### src/rtl/seg_pkg.sv
// Shared 7-segment constants (active-low, bit 6 = a .. bit 0 = g) used by the
// segment decoders and by the display readback logic.
package seg_pkg;

  localparam int SEG_W = 7;

  localparam logic [SEG_W-1:0] SEG_0     = 7'b0000001;
  localparam logic [SEG_W-1:0] SEG_1     = 7'b1001111;
  localparam logic [SEG_W-1:0] SEG_2     = 7'b0010010;
  localparam logic [SEG_W-1:0] SEG_3     = 7'b0000110;
  localparam logic [SEG_W-1:0] SEG_4     = 7'b1001100;
  localparam logic [SEG_W-1:0] SEG_5     = 7'b0100100;
  localparam logic [SEG_W-1:0] SEG_6     = 7'b0100000;
  localparam logic [SEG_W-1:0] SEG_7     = 7'b0001111;
  localparam logic [SEG_W-1:0] SEG_8     = 7'b0000000;
  localparam logic [SEG_W-1:0] SEG_9     = 7'b0000100;
  localparam logic [SEG_W-1:0] SEG_A     = 7'b0000010;
  localparam logic [SEG_W-1:0] SEG_B     = 7'b1100000;
  localparam logic [SEG_W-1:0] SEG_C     = 7'b0110001;
  localparam logic [SEG_W-1:0] SEG_D     = 7'b1000010;
  localparam logic [SEG_W-1:0] SEG_E     = 7'b0010000;
  localparam logic [SEG_W-1:0] SEG_F     = 7'b0111000;
  localparam logic [SEG_W-1:0] SEG_BLANK = 7'b1111111;

  // How many anode lines were active in one sample.
  typedef enum logic [1:0] {
    SEL_NONE  = 2'd0,
    SEL_ONE   = 2'd1,
    SEL_MULTI = 2'd2
  } sel_kind_e;

endpackage

### src/rtl/seg_scan_reader_if.sv
// Display bus plus readback status for the scan reader; the driver side owns
// the bus lines, the reader side owns the recovered digits and flags.
interface seg_scan_reader_if #(
  parameter int NUM_DIGITS = 4
);
  logic                    sample_en;
  logic [NUM_DIGITS-1:0]   an_n;
  logic [6:0]              seg_n;
  logic                    clear;
  logic [4*NUM_DIGITS-1:0] digits;
  logic [NUM_DIGITS-1:0]   digit_valid;
  logic [NUM_DIGITS-1:0]   digit_blank;
  logic                    pat_err;
  logic                    sel_err;
  logic                    frame_done;

  modport master (
    output sample_en, an_n, seg_n, clear,
    input  digits, digit_valid, digit_blank, pat_err, sel_err, frame_done
  );

  modport slave (
    input  sample_en, an_n, seg_n, clear,
    output digits, digit_valid, digit_blank, pat_err, sel_err, frame_done
  );
endinterface

### src/rtl/seg_pattern_to_hex.sv
// Inverse of the hex-to-segment decoder: maps an active-low a..g pattern back
// to its hex value and flags blank or unrecognised patterns.
module seg_pattern_to_hex
  import seg_pkg::*;
(
  input  logic [SEG_W-1:0] pattern,
  output logic [3:0]       value,
  output logic             is_hex,
  output logic             is_blank
);

  always_comb begin
    value    = 4'h0;
    is_hex   = 1'b1;
    is_blank = 1'b0;
    case (pattern)
      SEG_0:     value = 4'h0;
      SEG_1:     value = 4'h1;
      SEG_2:     value = 4'h2;
      SEG_3:     value = 4'h3;
      SEG_4:     value = 4'h4;
      SEG_5:     value = 4'h5;
      SEG_6:     value = 4'h6;
      SEG_7:     value = 4'h7;
      SEG_8:     value = 4'h8;
      SEG_9:     value = 4'h9;
      SEG_A:     value = 4'hA;
      SEG_B:     value = 4'hB;
      SEG_C:     value = 4'hC;
      SEG_D:     value = 4'hD;
      SEG_E:     value = 4'hE;
      SEG_F:     value = 4'hF;
      SEG_BLANK: begin
        is_hex   = 1'b0;
        is_blank = 1'b1;
      end
      default:   is_hex = 1'b0;
    endcase
  end

endmodule

### src/rtl/seg_scan_reader.sv
// Multiplexed 7-segment readback: debounces each (digit, pattern) sample run and
// commits the decoded value into the per-digit slot once it has been stable.
module seg_scan_reader
  import seg_pkg::*;
#(
  parameter int NUM_DIGITS = 4,
  parameter int STABLE_CNT = 4
) (
  input  logic             clk,
  input  logic             reset,
  seg_scan_reader_if.slave bus
);

  localparam int              IDX_W      = (NUM_DIGITS > 1) ? $clog2(NUM_DIGITS) : 1;
  localparam logic [3:0]      STABLE_MAX = 4'(STABLE_CNT);

  logic [NUM_DIGITS-1:0]   an_act;
  sel_kind_e               sel_kind;
  logic [IDX_W-1:0]        sel_idx;

  logic                    cand_vld_q, cand_vld_d;
  logic [IDX_W-1:0]        cand_idx_q, cand_idx_d;
  logic [SEG_W-1:0]        cand_seg_q, cand_seg_d;
  logic [3:0]              cnt_q, cnt_d;
  logic                    commit;
  logic                    sel_err_set;

  logic [4*NUM_DIGITS-1:0] digits_q, digits_d;
  logic [NUM_DIGITS-1:0]   valid_q, valid_d;
  logic [NUM_DIGITS-1:0]   blank_q, blank_d;
  logic [NUM_DIGITS-1:0]   mask_q, mask_d;
  logic [NUM_DIGITS-1:0]   mask_nxt;
  logic                    pat_err_q, pat_err_d;
  logic                    sel_err_q, sel_err_d;
  logic                    frame_done_q, frame_done_d;

  logic [3:0]              dec_value;
  logic                    dec_is_hex;
  logic                    dec_is_blank;

  assign an_act = ~bus.an_n;

  always_comb begin
    sel_kind = SEL_NONE;
    sel_idx  = '0;
    for (int i = 0; i < NUM_DIGITS; i++) begin
      if (an_act[i]) begin
        if (sel_kind == SEL_NONE) begin
          sel_kind = SEL_ONE;
          sel_idx  = IDX_W'(i);
        end else begin
          sel_kind = SEL_MULTI;
        end
      end
    end
  end

  // Candidate tracking: a run is a sequence of samples with the same digit and pattern.
  always_comb begin
    cand_vld_d  = cand_vld_q;
    cand_idx_d  = cand_idx_q;
    cand_seg_d  = cand_seg_q;
    cnt_d       = cnt_q;
    commit      = 1'b0;
    sel_err_set = 1'b0;
    if (bus.clear) begin
      cand_vld_d = 1'b0;
      cand_idx_d = '0;
      cand_seg_d = '0;
      cnt_d      = 4'd0;
    end else if (bus.sample_en) begin
      case (sel_kind)
        SEL_ONE: begin
          if (cand_vld_q && cand_idx_q == sel_idx && cand_seg_q == bus.seg_n) begin
            if (cnt_q < STABLE_MAX) begin
              cnt_d  = cnt_q + 4'd1;
              commit = (cnt_q + 4'd1 == STABLE_MAX);
            end
          end else begin
            cand_vld_d = 1'b1;
            cand_idx_d = sel_idx;
            cand_seg_d = bus.seg_n;
            cnt_d      = 4'd1;
            commit     = (STABLE_MAX == 4'd1);
          end
        end
        SEL_MULTI: begin
          sel_err_set = 1'b1;
          cand_vld_d  = 1'b0;
          cand_idx_d  = '0;
          cand_seg_d  = '0;
          cnt_d       = 4'd0;
        end
        default: begin
          cand_vld_d = 1'b0;
          cand_idx_d = '0;
          cand_seg_d = '0;
          cnt_d      = 4'd0;
        end
      endcase
    end
  end

  // On a commit the candidate already holds the committing pattern.
  seg_pattern_to_hex u_dec (
    .pattern  (cand_seg_d),
    .value    (dec_value),
    .is_hex   (dec_is_hex),
    .is_blank (dec_is_blank)
  );

  always_comb begin
    digits_d     = digits_q;
    valid_d      = valid_q;
    blank_d      = blank_q;
    mask_d       = mask_q;
    mask_nxt     = mask_q;
    pat_err_d    = pat_err_q;
    sel_err_d    = sel_err_q;
    frame_done_d = 1'b0;
    if (bus.clear) begin
      valid_d   = '0;
      blank_d   = '0;
      mask_d    = '0;
      pat_err_d = 1'b0;
      sel_err_d = 1'b0;
    end else begin
      if (sel_err_set) begin
        sel_err_d = 1'b1;
      end
      if (commit) begin
        for (int i = 0; i < NUM_DIGITS; i++) begin
          if (cand_idx_d == IDX_W'(i)) begin
            mask_nxt[i] = 1'b1;
            valid_d[i]  = dec_is_hex;
            blank_d[i]  = dec_is_blank;
            if (dec_is_hex) begin
              digits_d[4*i +: 4] = dec_value;
            end
          end
        end
        if (!dec_is_hex && !dec_is_blank) begin
          pat_err_d = 1'b1;
        end
        // A full mask restarts immediately so the next commit opens a new frame.
        if (&mask_nxt) begin
          mask_d       = '0;
          frame_done_d = 1'b1;
        end else begin
          mask_d = mask_nxt;
        end
      end
    end
  end

  always_ff @(posedge clk) begin
    if (reset) begin
      cand_vld_q   <= 1'b0;
      cand_idx_q   <= '0;
      cand_seg_q   <= '0;
      cnt_q        <= 4'd0;
      digits_q     <= '0;
      valid_q      <= '0;
      blank_q      <= '0;
      mask_q       <= '0;
      pat_err_q    <= 1'b0;
      sel_err_q    <= 1'b0;
      frame_done_q <= 1'b0;
    end else begin
      cand_vld_q   <= cand_vld_d;
      cand_idx_q   <= cand_idx_d;
      cand_seg_q   <= cand_seg_d;
      cnt_q        <= cnt_d;
      digits_q     <= digits_d;
      valid_q      <= valid_d;
      blank_q      <= blank_d;
      mask_q       <= mask_d;
      pat_err_q    <= pat_err_d;
      sel_err_q    <= sel_err_d;
      frame_done_q <= frame_done_d;
    end
  end

  assign bus.digits      = digits_q;
  assign bus.digit_valid = valid_q;
  assign bus.digit_blank = blank_q;
  assign bus.pat_err     = pat_err_q;
  assign bus.sel_err     = sel_err_q;
  assign bus.frame_done  = frame_done_q;

endmodule

### src/flat_wrapper.sv
// flat-port wrapper written by rule: the top's interface ports become plain ports
module seg_scan_reader_flat import seg_pkg::*;
#(
  parameter int NUM_DIGITS = 4,
  parameter int STABLE_CNT = 4
)
  (clk, reset, bus_sample_en, bus_an_n, bus_seg_n, bus_clear, bus_digits, bus_digit_valid, bus_digit_blank, bus_pat_err, bus_sel_err, bus_frame_done);
  seg_scan_reader_if #(.NUM_DIGITS(NUM_DIGITS)) bus_i ();
  input  logic clk;
  input  logic reset;
  input wire logic [$bits(bus_i.sample_en)-1:0] bus_sample_en;
  input wire logic [$bits(bus_i.an_n)-1:0] bus_an_n;
  input wire logic [$bits(bus_i.seg_n)-1:0] bus_seg_n;
  input wire logic [$bits(bus_i.clear)-1:0] bus_clear;
  output wire logic [$bits(bus_i.digits)-1:0] bus_digits;
  output wire logic [$bits(bus_i.digit_valid)-1:0] bus_digit_valid;
  output wire logic [$bits(bus_i.digit_blank)-1:0] bus_digit_blank;
  output wire logic [$bits(bus_i.pat_err)-1:0] bus_pat_err;
  output wire logic [$bits(bus_i.sel_err)-1:0] bus_sel_err;
  output wire logic [$bits(bus_i.frame_done)-1:0] bus_frame_done;
  assign bus_i.sample_en = bus_sample_en;
  assign bus_i.an_n = bus_an_n;
  assign bus_i.seg_n = bus_seg_n;
  assign bus_i.clear = bus_clear;
  assign bus_digits = bus_i.digits;
  assign bus_digit_valid = bus_i.digit_valid;
  assign bus_digit_blank = bus_i.digit_blank;
  assign bus_pat_err = bus_i.pat_err;
  assign bus_sel_err = bus_i.sel_err;
  assign bus_frame_done = bus_i.frame_done;
  seg_scan_reader #(.NUM_DIGITS(NUM_DIGITS), .STABLE_CNT(STABLE_CNT)) u_core (.clk(clk), .reset(reset), .bus(bus_i));
endmodule
### config.mk
export PLATFORM = sky130hd
export DESIGN_NAME = seg_scan_reader_flat
export DESIGN_NICKNAME = d
export VERILOG_FILES = /design/src/rtl/seg_pkg.sv /design/src/rtl/seg_scan_reader_if.sv /design/src/rtl/seg_pattern_to_hex.sv /design/src/rtl/seg_scan_reader.sv /design/src/flat_wrapper.sv
export SDC_FILE = /design/constraint.sdc
export NUM_CORES = 1
export LEC_CHECK = 0
export ABC_AREA = 0
export CAP_MARGIN = 25
export CORE_MARGIN = 2
export CORE_UTILIZATION = 49
export DETAILED_ROUTE_END_ITERATION = 7
export GPL_TIMING_DRIVEN = 0
export MAX_ROUTING_LAYER = met4
export PLACE_DENSITY = 0.83
export SLEW_MARGIN = 20
export SYNTH_ARGS = -nofsm -noshare
export SYNTH_HDL_FRONTEND = slang
export SYNTH_SLANG_ARGS = --single-unit
### constraint.sdc
create_clock -name clk -period 3.8 [get_ports clk]
set_clock_uncertainty 0.2 [all_clocks]
set_input_delay 0.38 -clock clk [delete_from_list [all_inputs] [get_ports clk]]
set_output_delay 0.38 -clock clk [all_outputs]
set_load 0.05 [all_outputs]
==> results.sh, run 1 <==
export IMPL_fin_util_pct=68.3
export IMPL_num_antenna_cells=0
export IMPL_die_w_um=78.0
export IMPL_start_util_pct=51.5
export IMPL_yosys_register_bits=45
export IMPL_cpPeakStageDelay_ns=0.43
export IMPL_tightestPinTransition_ns=0.793
export IMPL_dpl_hpwl_um=5360
export IMPL_final_cells=455
export IMPL_antenna_found_initial=0
export IMPL_setup_tns_ns=0
export IMPL_fin_crit_ns=3.69
export IMPL_arrival_ns=3.70
export IMPL_fin_nets=404
export IMPL_min_from="u_core.mask_q[1]"
export IMPL_yosysTopAreaCellShare_pct=33.6
export IMPL_timing_rr_start="u_core.cand_idx_q[1]"
export IMPL_first_iter_violations=227
export IMPL_timing_fmax_mhz=271
export IMPL_netlist_top_cells_area="dfxtp_1 34%, nor2_1 6.3%, mux2i_1 6.0%, nand2_1 5.3%, o32ai_1 3.6%"
export IMPL_dieArea_um2=6080
export IMPL_maxCapViolations=0
export IMPL_row_count=26
export IMPL_holdPathStages=2
export IMPL_crit_fanout=8
export IMPL_syn_area_per_cell_um2=8.06
export IMPL_cts_sinks=45
export IMPL_critPathLaunchType="input pin"
export IMPL_synth_top_area_cell="dfxtp_1"
export IMPL_relSlewSlack_pct=47.2
export IMPL_leakage_nw=1.20
export IMPL_reg2reg_depth=11
export IMPL_path_delay_family="compound AO/OA/AOI/OAI gates"
export IMPL_rrSetupSlack_ns=0.44
export IMPL_wirelength_um=7610
export IMPL_dp_cells=442
export IMPL_numCtsBuffers=5
export IMPL_drc=0
export IMPL_slowest_stage="nor4_2"
export IMPL_r2r_end="u_core.bus.digits[4]"
export IMPL_root_buffer="clkbuf_8"
export IMPL_holdBufCountCts=0
export IMPL_pre_cts_ws_ns=-0.821
export IMPL_vias=2694
export IMPL_die_h_um=78.0
export IMPL_portBuffers=39
export IMPL_setup_viol_count_final=0
export IMPL_power_density_nw_per_um2=313
export IMPL_finalHoldViolations=0
export IMPL_area_delta_synth_final_pct=32.5
export IMPL_ys_types=58
export IMPL_grt_pass1_wl_um=12000
export IMPL_grt_pass1_vias=2514
export IMPL_required_ns=3.81
export IMPL_drt_antenna_violating_nets=0
export IMPL_fin_crit_sh_pct=97.0
export IMPL_pin_count=42
export IMPL_clockBufferDepth=2
export IMPL_fp_coreArea_um2=5200
export IMPL_finalMaxSlewViolations=0
export IMPL_synth_area_um2=2680
export IMPL_drive_gt1_share_pct=14.8
export IMPL_syn_inst=333
export IMPL_fillers=415
export IMPL_gp_congestion=0.921
export IMPL_critPathCaptureType="register"
export IMPL_ys_seq_area_share_pct=33.6
export IMPL_cp_cell_sequence="clkdlybuf4s15_1 > inv_2 > ha_4 > nor4b_4 > or3_1 > a211o_1 > o21ai_4 > buf_6 > buf_4 > mux2i_1 > nor4_2 > a211oi_2 > o211a_4 > o41a_1 > o21a_1"
export IMPL_synth_fp_nets=353
export IMPL_status="complete, no violations"
export IMPL_critPathKind="input pin to register"
export IMPL_track_usage_pct=25.6
export IMPL_setup_ws_ns=0.114
export IMPL_drt_vias_per_instance=5.92
export IMPL_async_reset_ff_share_pct=0
export IMPL_grt_overflow=0
export IMPL_worstHoldPathType="register to register"
export IMPL_path_clk_slew_ns=0.09
export IMPL_path_buf_inv=4
export IMPL_hold_path_end="u_core.mask_q[1]"
export IMPL_wl_per_cell_um=16.7
export IMPL_cts_htree_levels=2
export IMPL_dr_pass1_iters=4
export IMPL_ir_worst_vdd_uv=319
export IMPL_cts_tree="built"
export IMPL_grt_max_degree=16
export IMPL_yosys_warnings=0
export IMPL_synth_edf_count=0
export IMPL_ys_flop_type="dfxtp_1"
export IMPL_worstSkewPairLatency_ns=0.30
[worst max path at each step]
stage,start,end,cells after the start,slack (ns)
final,bus_an_n[1],u_core.bus.digits[4],15,0.11
after global routing,bus_an_n[1],u_core.bus.digits[4],15,-0.02
after CTS,bus_an_n[0],u_core.bus.digits[4],13,0.11
after detailed placement,bus_an_n[0],u_core.bus.digits[4],14,-0.82
after global placement,bus_an_n[0],u_core.bus.digits[4],14,-0.77
after floorplan,bus_an_n[0],u_core.bus.digits[4],12,0.14
[metal layers]
| metal | share of wire, % | vias up | global-route usage, % |
|---|---|---|---|
| met3 | 5.5 | 13 | 4.30 |
| met5 | 0 | - | - |
| met1 | 42 | 1284 | 31.5 |
| met4 | 1.5 | 0 | 7.72 |
| met2 | 51 | 85 | 43.3 |
| li1 | - | 1312 | - |
[flip-flops by register name, indices dropped and copies added, names as in the netlist]
register,flops
u_core.bus.digit_blank,4
u_core.bus.digits,16
u_core.cand_seg_q,7
u_core.bus.frame_done,1
u_core.cand_vld_q,1
u_core.cand_idx_q,2
u_core.cnt_q,4
u_core.mask_q,4
u_core.bus.digit_valid,4
u_core.bus.sel_err,1
u_core.bus.pat_err,1
[report_power, final]
group	switching, mW	internal [mW]
logic	0.119	0.0762
registers	0.00412	0.475
clock network	0.174	0.265
[per-stage QoR]
step / total power, mW / instance area [um^2] / hold slack [ns]
final: 1.11 / 3550 / 0.255
after global placement: 0.645 / 3160 / 0.237
after global routing: 1.15 / 3550 / 0.283
after CTS: 1.10 / 3440 / 0.258
after detailed placement: 0.647 / 3160 / 0.246
after floorplan: 0.599 / 2680 / 0.225
[synthesized netlist by cell type, drive strengths merged (3+ instances only)]
cell	n
dfxtp	45
nor2	45
nand2	38
a21oi	19
inv	19
mux2i	16
nor3	14
o21ai	12
o32ai	11
xnor2	10
nand3	9
clkbuf	8
and2	7
buf	5
ha	5
nand4b	5
o21a	5
or3	5
a211oi	4
o22ai	4
a2111oi	3
mux2	3
nand4	3
nor4	3
[area by class of cell]
class | count | area (um^2) | area share [%]
Buffer | 12 | 70.1 | 1.97
Tap cell | 70 | 87.6 | 2.46
Clock inverter | 3 | 68.8 | 1.94
Inverter | 19 | 71.3 | 2.01
Clock buffer | 5 | 68.8 | 1.94
Sequential cell | 45 | 901 | 25.3
Timing Repair Buffer | 45 | 433 | 12.2
Multi-Input combinational cell | 256 | 1850 | 52.2
[cell families (layout without fill, tap and decap cells)]
group | after synthesis | after routing | share of synthesized area, %
xor+xnor | 12 | 12 | 3.92
simple gates | 139 | 139 | 25.3
fa+ha+maj | 5 | 5 | 2.33
buf+inv | 32 | 84 | 4.90
flops | 45 | 45 | 33.6
compound gates | 81 | 81 | 22.8
mux | 19 | 19 | 7.23
[placed cells by master, fill, tap and decap left out, types with 4 or more instances in the layout]
master            n
xnor2_1           9
o21ai_0           9
buf_4             6
and2_1            7
or3_1             4
nor3_1           13
nand3_1           8
dfxtp_1          45
inv_1            18
nor2_1           45
ha_1              4
o32ai_1          11
nand4b_1          5
mux2i_1          12
o21a_1            4
clkbuf_1          7
clkbuf_8          5
clkdlybuf4s50_1  36
a21oi_1          14
nand2_1          38
a21oi_4           5
[tightest hold or removal path: cells and delay by family, from the launching register on]
family / cells / cell delay [ns]
DFF: 1 / 0.31
buffers and inverters: 1 / 0.05
AOI/OAI and AO/OA: 1 / 0.05
[timing repair]
| action | CTS | global route |
|---|---|---|
| gates resized for setup | 30 | 19 |
| endpoints found under the setup margin | 22 | 21 |
| gates cloned | 0 | 0 |
| pin swaps | 7 | 6 |
| buffers inserted | 3 | 3 |
No activity file was read; power rests on OpenSTA's default activity.
==> run 2: changes to the inputs <==
--- a/config.mk
+++ b/config.mk
@@ -7,7 +7,7 @@
 export LEC_CHECK = 0
 export ABC_AREA = 0
 export CAP_MARGIN = 25
-export CORE_MARGIN = 2
+export CORE_MARGIN = 4
 export CORE_UTILIZATION = 49
 export DETAILED_ROUTE_END_ITERATION = 7
 export GPL_TIMING_DRIVEN = 0
==> run 2 against run 1 <==
Against the previous run:
- global-route usage down 2.2 points
- critical path depth shrank 1
- core utilization is 1.9 points lower
- final cell count stayed put
- worst hold slack worse by 0.0022 ns
- sequential share of layout area rose by 0.72 points
- register-to-register slack gained 0.06 ns
- via count increased by 1.3%
- critical path type unchanged
- highest routed layer unchanged
==> results.sh, run 2 (synthesized netlist as in run 1, its figures left out) <==
export IMPL_drive_gt1_share_pct=13.8
export IMPL_power_density_nw_per_um2=279
export IMPL_grt_pass1_wl_um=11900
export IMPL_wirelength_um=7360
export IMPL_cts_sinks=45
export IMPL_final_cell_mix="45 x nor2_1, 45 x dfxtp_1, 38 x nand2_1"
export IMPL_final_area_um2=3460
export IMPL_fp_coreArea_um2=5200
export IMPL_reg2reg_depth=10
export IMPL_worstSkewPairLatency_ns=0.30
export IMPL_setup_viol_count_final=0
export IMPL_worstHoldPathType="register to register"
export IMPL_grt_max_degree=15
export IMPL_fillers=443
export IMPL_finalPower_mw=0.966
export IMPL_fin_nets=404
export IMPL_relSlewSlack_pct=58.8
export IMPL_clockBufferDepth=2
export IMPL_area_delta_synth_final_pct=28.9
export IMPL_root_buffer="clkbuf_8"
export IMPL_placement_cell_area_um2=3160
export IMPL_start_util_pct=51.5
export IMPL_numCtsBuffers=5
export IMPL_endpoint="u_core.bus.digits[6]"
export IMPL_switchingPower_mw=0.289
export IMPL_die_w_um=82.0
export IMPL_drc=0
export IMPL_path_clk_slew_ns=0.09
export IMPL_gp_congestion=0.945
export IMPL_num_antenna_cells=0
export IMPL_drt_antenna_violating_nets=0
export IMPL_timing_rr_start="u_core.cand_idx_q[1]"
export IMPL_multi_input_area_um2=1800
export IMPL_dpl_hpwl_um=5260
export IMPL_finalHoldViolations=0
export IMPL_largest_register_ff_count=16
export IMPL_status="complete, no violations"
export IMPL_critPathLaunchType="input pin"
export IMPL_wl_per_cell_um=16.2
export IMPL_finalMaxSlewViolations=0
export IMPL_timing_fmax_mhz=273
export IMPL_antenna_found_initial=0
export IMPL_grt_pass1_vias=2534
export IMPL_startpoint="bus_an_n[1]"
export IMPL_fin_crit_sh_pct=96.3
export IMPL_track_usage_pct=23.4
export IMPL_drt_vias_per_instance=6.00
export IMPL_dieArea_um2=6720
export IMPL_fin_crit_ns=3.66
export IMPL_vias=2728
export IMPL_ir_worst_vdd_uv=197
export IMPL_pin_count=42
export IMPL_cts_htree_levels=2
export IMPL_dr_pass1_iters=5
export IMPL_critPathKind="input pin to register"
export IMPL_rsz0062_at_grt="no"
export IMPL_leakage_nw=1.17
export IMPL_internal_power_mw=0.677
export IMPL_maxCapViolations=0
export IMPL_tightestPinTransition_ns=0.617
export IMPL_p_comb_share_pct=19.7
export IMPL_required_ns=3.83
export IMPL_first_iter_violations=256
export IMPL_crit_fanout=10
export IMPL_seq_area_um2=901
export IMPL_swShare_pct=29.9
export IMPL_rrSetupSlack_ns=0.50
export IMPL_clkPwrFrac_pct=30.8
export IMPL_grt_overflow=0
export IMPL_row_count=26
export IMPL_cts_tree="built"
export IMPL_die_h_um=82.0
export IMPL_r2r_end="u_core.bus.digits[6]"
export IMPL_power_frac_seq_pct=49.5
export IMPL_critPathCaptureType="register"
export IMPL_arrival_ns=3.69
export IMPL_portBuffers=39
-- run 2: cell count changes in the layout (fill, tap and decap cells not counted), sizes merged --
| cell | change |
|---|---|
| bufinv | -2 |
| clkinv | +2 |
| clkinvlp | +1 |
| inv | -1 |
-- run 2: per-stage QoR --
stage                     TNS (ns)  hold slack, ns  setup slack (ns)  cells  util [%]
after global routing             0           0.271            0.0185    455      66.4
after detailed placement    -15.75           0.244            -0.864    442      60.7
after CTS                        0           0.257            0.0794    454      65.4
after global placement      -14.23           0.237            -0.802    442      60.7
after floorplan                  0           0.225             0.140    333         -
final                            0           0.253             0.142    455      66.4
-- run 2: worst min-delay path by stage --
stage / from / endpoint / slack [ns] / depth (start not counted)
2_1_floorplan: u_core.mask_q[1] / u_core.mask_q[1] / 0.23 / 2
3_3_place_gp: u_core.mask_q[1] / u_core.mask_q[1] / 0.24 / 2
3_5_place_dp: u_core.mask_q[1] / u_core.mask_q[1] / 0.24 / 2
4_1_cts: u_core.mask_q[1] / u_core.mask_q[1] / 0.26 / 2
5_1_grt: u_core.mask_q[0] / u_core.mask_q[0] / 0.27 / 2
6_report: u_core.mask_q[1] / u_core.mask_q[1] / 0.25 / 2
-- run 2: cell type report --
cell class	count	area share (%)
timing repair buffer	44	12.3
inverter	19	2.06
clock buffer	5	1.99
multi-input combinational	256	52.2
tap	70	2.53
buffer	13	2.35
sequential	45	26.1
clock inverter	3	0.507
-- run 2: power by group through the flow --
stage / registers (mW) / clock network (mW) / logic (mW)
after global placement: 0.489 / 0 / 0.155
after global routing: 0.479 / 0.319 / 0.205
final: 0.478 / 0.298 / 0.190
after CTS: 0.478 / 0.301 / 0.180
after floorplan: 0.490 / 0 / 0.109
after detailed placement: 0.489 / 0 / 0.158
-- run 2: repair_timing --
item,in CTS,in global routing
pin swaps,5,4
hold buffers,0,0
buffers inserted,4,1
endpoints found under the setup margin,22,21
resized for setup,28,15
-- run 2: per-layer routing --
layer / up-vias / routed length, um / GRT usage, %
met3: 17 / 366 / 2.74
met1: 1290 / 3340 / 30.9
met2: 116 / 3550 / 37.9
li1: 1305 / - / -
met4: 0 / 104 / 6.48
met5: - / 0 / -
-- run 2: critical path, stage by stage --
cell and delay (ns):
clkdlybuf4s15_1 0.23, inv_2 0.07, ha_4 0.30, nor4b_4 0.06, or3_1 0.33, a211o_1 0.34, o21ai_2 0.24, buf_6 0.19
mux2_2 0.39, a2111oi_1 0.31, a31oi_1 0.16, and3_4 0.27, a21oi_4 0.22, mux2i_1 0.20
==> run 3: changes to the inputs <==
--- a/config.mk
+++ b/config.mk
@@ -9,10 +9,11 @@
 export CAP_MARGIN = 25
 export CORE_MARGIN = 4
 export CORE_UTILIZATION = 49
+export CTS_CLUSTER_DIAMETER = 100
 export DETAILED_ROUTE_END_ITERATION = 7
 export GPL_TIMING_DRIVEN = 0
 export MAX_ROUTING_LAYER = met4
-export PLACE_DENSITY = 0.83
+export PLACE_DENSITY = 0.77
 export SLEW_MARGIN = 20
 export SYNTH_ARGS = -nofsm -noshare
 export SYNTH_HDL_FRONTEND = slang
==> run 3 against run 2 <==
Against the previous run:
- clock power up 22%
- global-route usage is 0.58 points higher
- worst hold slack improved by 0.0077 ns
- core utilization grew 0.55 points
- critical path type unchanged
==> results.sh, run 3 (synthesized netlist as in run 1, its figures left out) <==
export IMPL_fp_coreArea_um2=5200
export IMPL_dpl_hpwl_um=5320
export IMPL_drt_vias_per_instance=5.96
export IMPL_root_buffer="clkbuf_8"
export IMPL_setup_viol_count_final=0
export IMPL_hold_path_end="u_core.bus.digit_blank[3]"
export IMPL_pin_count=42
export IMPL_leakage_nw=1.18
export IMPL_final_cell_mix="45 x nor2_1, 45 x dfxtp_1, 38 x nand2_1"
export IMPL_grt_pass1_vias=2583
export IMPL_fin_crit_ns=3.67
export IMPL_clockBufferDepth=2
export IMPL_timing_fmax_mhz=273
export IMPL_fin_util_pct=67.0
export IMPL_path_clk_slew_ns=0.09
export IMPL_status="complete, no violations"
export IMPL_dieArea_um2=6720
export IMPL_die_w_um=82.0
export IMPL_area_delta_synth_final_pct=29.9
export IMPL_reg2reg_depth=11
export IMPL_num_antenna_cells=0
export IMPL_cts_sinks=45
export IMPL_vias=2716
export IMPL_track_usage_pct=24.0
export IMPL_fin_nets=405
export IMPL_fin_crit_sh_pct=96.5
export IMPL_ir_worst_vdd_uv=284
export IMPL_largest_register_ff_count=16
export IMPL_numCtsBuffers=5
export IMPL_cts_htree_levels=2
export IMPL_critPathLaunchType="input pin"
export IMPL_first_iter_violations=196
export IMPL_wirelength_um=7440
export IMPL_relSlewSlack_pct=47.7
export IMPL_grt_overflow=0
export IMPL_drive_gt1_share_pct=13.7
export IMPL_crit_fanout=10
export IMPL_power_density_nw_per_um2=298
export IMPL_start_util_pct=51.5
export IMPL_rrSetupSlack_ns=0.53
export IMPL_rsz0062_at_grt="no"
export IMPL_worstHoldPathType="register to register"
export IMPL_gp_congestion=0.890
export IMPL_required_ns=3.83
export IMPL_maxCapViolations=0
export IMPL_finalPower_mw=1.04
export IMPL_r2r_end="u_core.bus.digits[6]"
export IMPL_timing_rr_start="u_core.cand_seg_q[5]"
export IMPL_holdBufCountCts=0
export IMPL_min_from="u_core.bus.digit_blank[3]"
export IMPL_portBuffers=39
export IMPL_fillers=441
export IMPL_arrival_ns=3.70
export IMPL_row_count=26
export IMPL_antenna_found_initial=0
export IMPL_dr_pass1_iters=4
export IMPL_drt_antenna_violating_nets=0
export IMPL_worstSkewPairLatency_ns=0.30
export IMPL_holdPathStages=2
export IMPL_finalMaxSlewViolations=0
export IMPL_grt_pass1_wl_um=12200
export IMPL_drc=0
export IMPL_tightestPinTransition_ns=0.765
export IMPL_wl_per_cell_um=16.3
export IMPL_finalHoldViolations=0
export IMPL_critPathCaptureType="register"
export IMPL_critPathKind="input pin to register"
export IMPL_cts_tree="built"
export IMPL_grt_max_degree=15
export IMPL_die_h_um=82.0
==> run 3: cell count changes in the layout (fill, tap and decap cells not counted), moves of 2 or more <==
cell       change
buf_6          -3
clkinv_2       -2
a2111oi_1      -2
buf_4          +4
==> run 3: cell type report <==
| type | count | area, um^2 | area share [%] |
|---|---|---|---|
| multi-input cells | 256 | 1810 | 51.9 |
| flip-flops and latches | 45 | 901 | 25.8 |
| repair buffers | 46 | 444 | 12.7 |
| well taps | 70 | 87.6 | 2.51 |
| clock buffers | 6 | 72.6 | 2.08 |
| inverters | 19 | 71.3 | 2.05 |
| plain buffers | 12 | 62.6 | 1.79 |
| clock inverters | 2 | 38.8 | 1.11 |
==> run 3: what timing repair did <==
item                       CTS  global route
pin swaps                    6             4
setup endpoints to repair   22            12
buffers inserted             7             0
gates resized for setup     32             6
==> run 3: routing by layer <==
metal,global-route usage (%),share of wire (%),vias to the layer above
met1,31.4,45,1303
li1,-,-,1309
met3,4.28,5.2,19
met4,8.31,1.9,0
met5,-,0,-
met2,37.2,48,85
==> run 3: worst max-delay path by stage <==
stage                           start              endpoint  slack [ns]
after floorplan           bus_an_n[0]  u_core.bus.digits[4]        0.14
after global placement    bus_an_n[0]  u_core.bus.digits[4]       -0.85
after detailed placement  bus_an_n[0]  u_core.bus.digits[4]       -0.89
after CTS                 bus_an_n[0]  u_core.bus.digits[4]        0.17
after global routing      bus_an_n[1]  u_core.bus.digits[6]       0.009
final                     bus_an_n[1]  u_core.bus.digits[6]        0.13
==> run 3: worst max-delay path, cell delays in order <==
cell	delay (ns)
dlygate4sd2_1	0.27
ha_1	0.20
nor2b_2	0.20
or3_1	0.36
a211o_1	0.37
o21a_4	0.27
buf_4	0.19
o22ai_1	0.19
mux2i_1	0.10
or4b_4	0.55
and3_4	0.21
a21oi_4	0.21
mux2i_1	0.20
==> run 3: stage by stage <==
stage	instances	hold slack (ns)	setup TNS [ns]	instance area (um^2)	setup WS [ns]
final	456	0.261	0	3490	0.135
after CTS	456	0.263	0	3460	0.169
after floorplan	333	0.225	0	2680	0.140
after detailed placement	442	0.245	-16.90	3160	-0.889
after global placement	442	0.235	-15.26	3160	-0.855
after global routing	456	0.288	0	3490	0.00852
==> run 3: power breakdown <==
group | internal (mW) | leakage (nW) | switching, mW
Combinational | 0.0785 | 0.764 | 0.116
Clock | 0.198 | 0.0554 | 0.167
Sequential | 0.475 | 0.363 | 0.00386
Total | 0.751 | 1.18 | 0.287
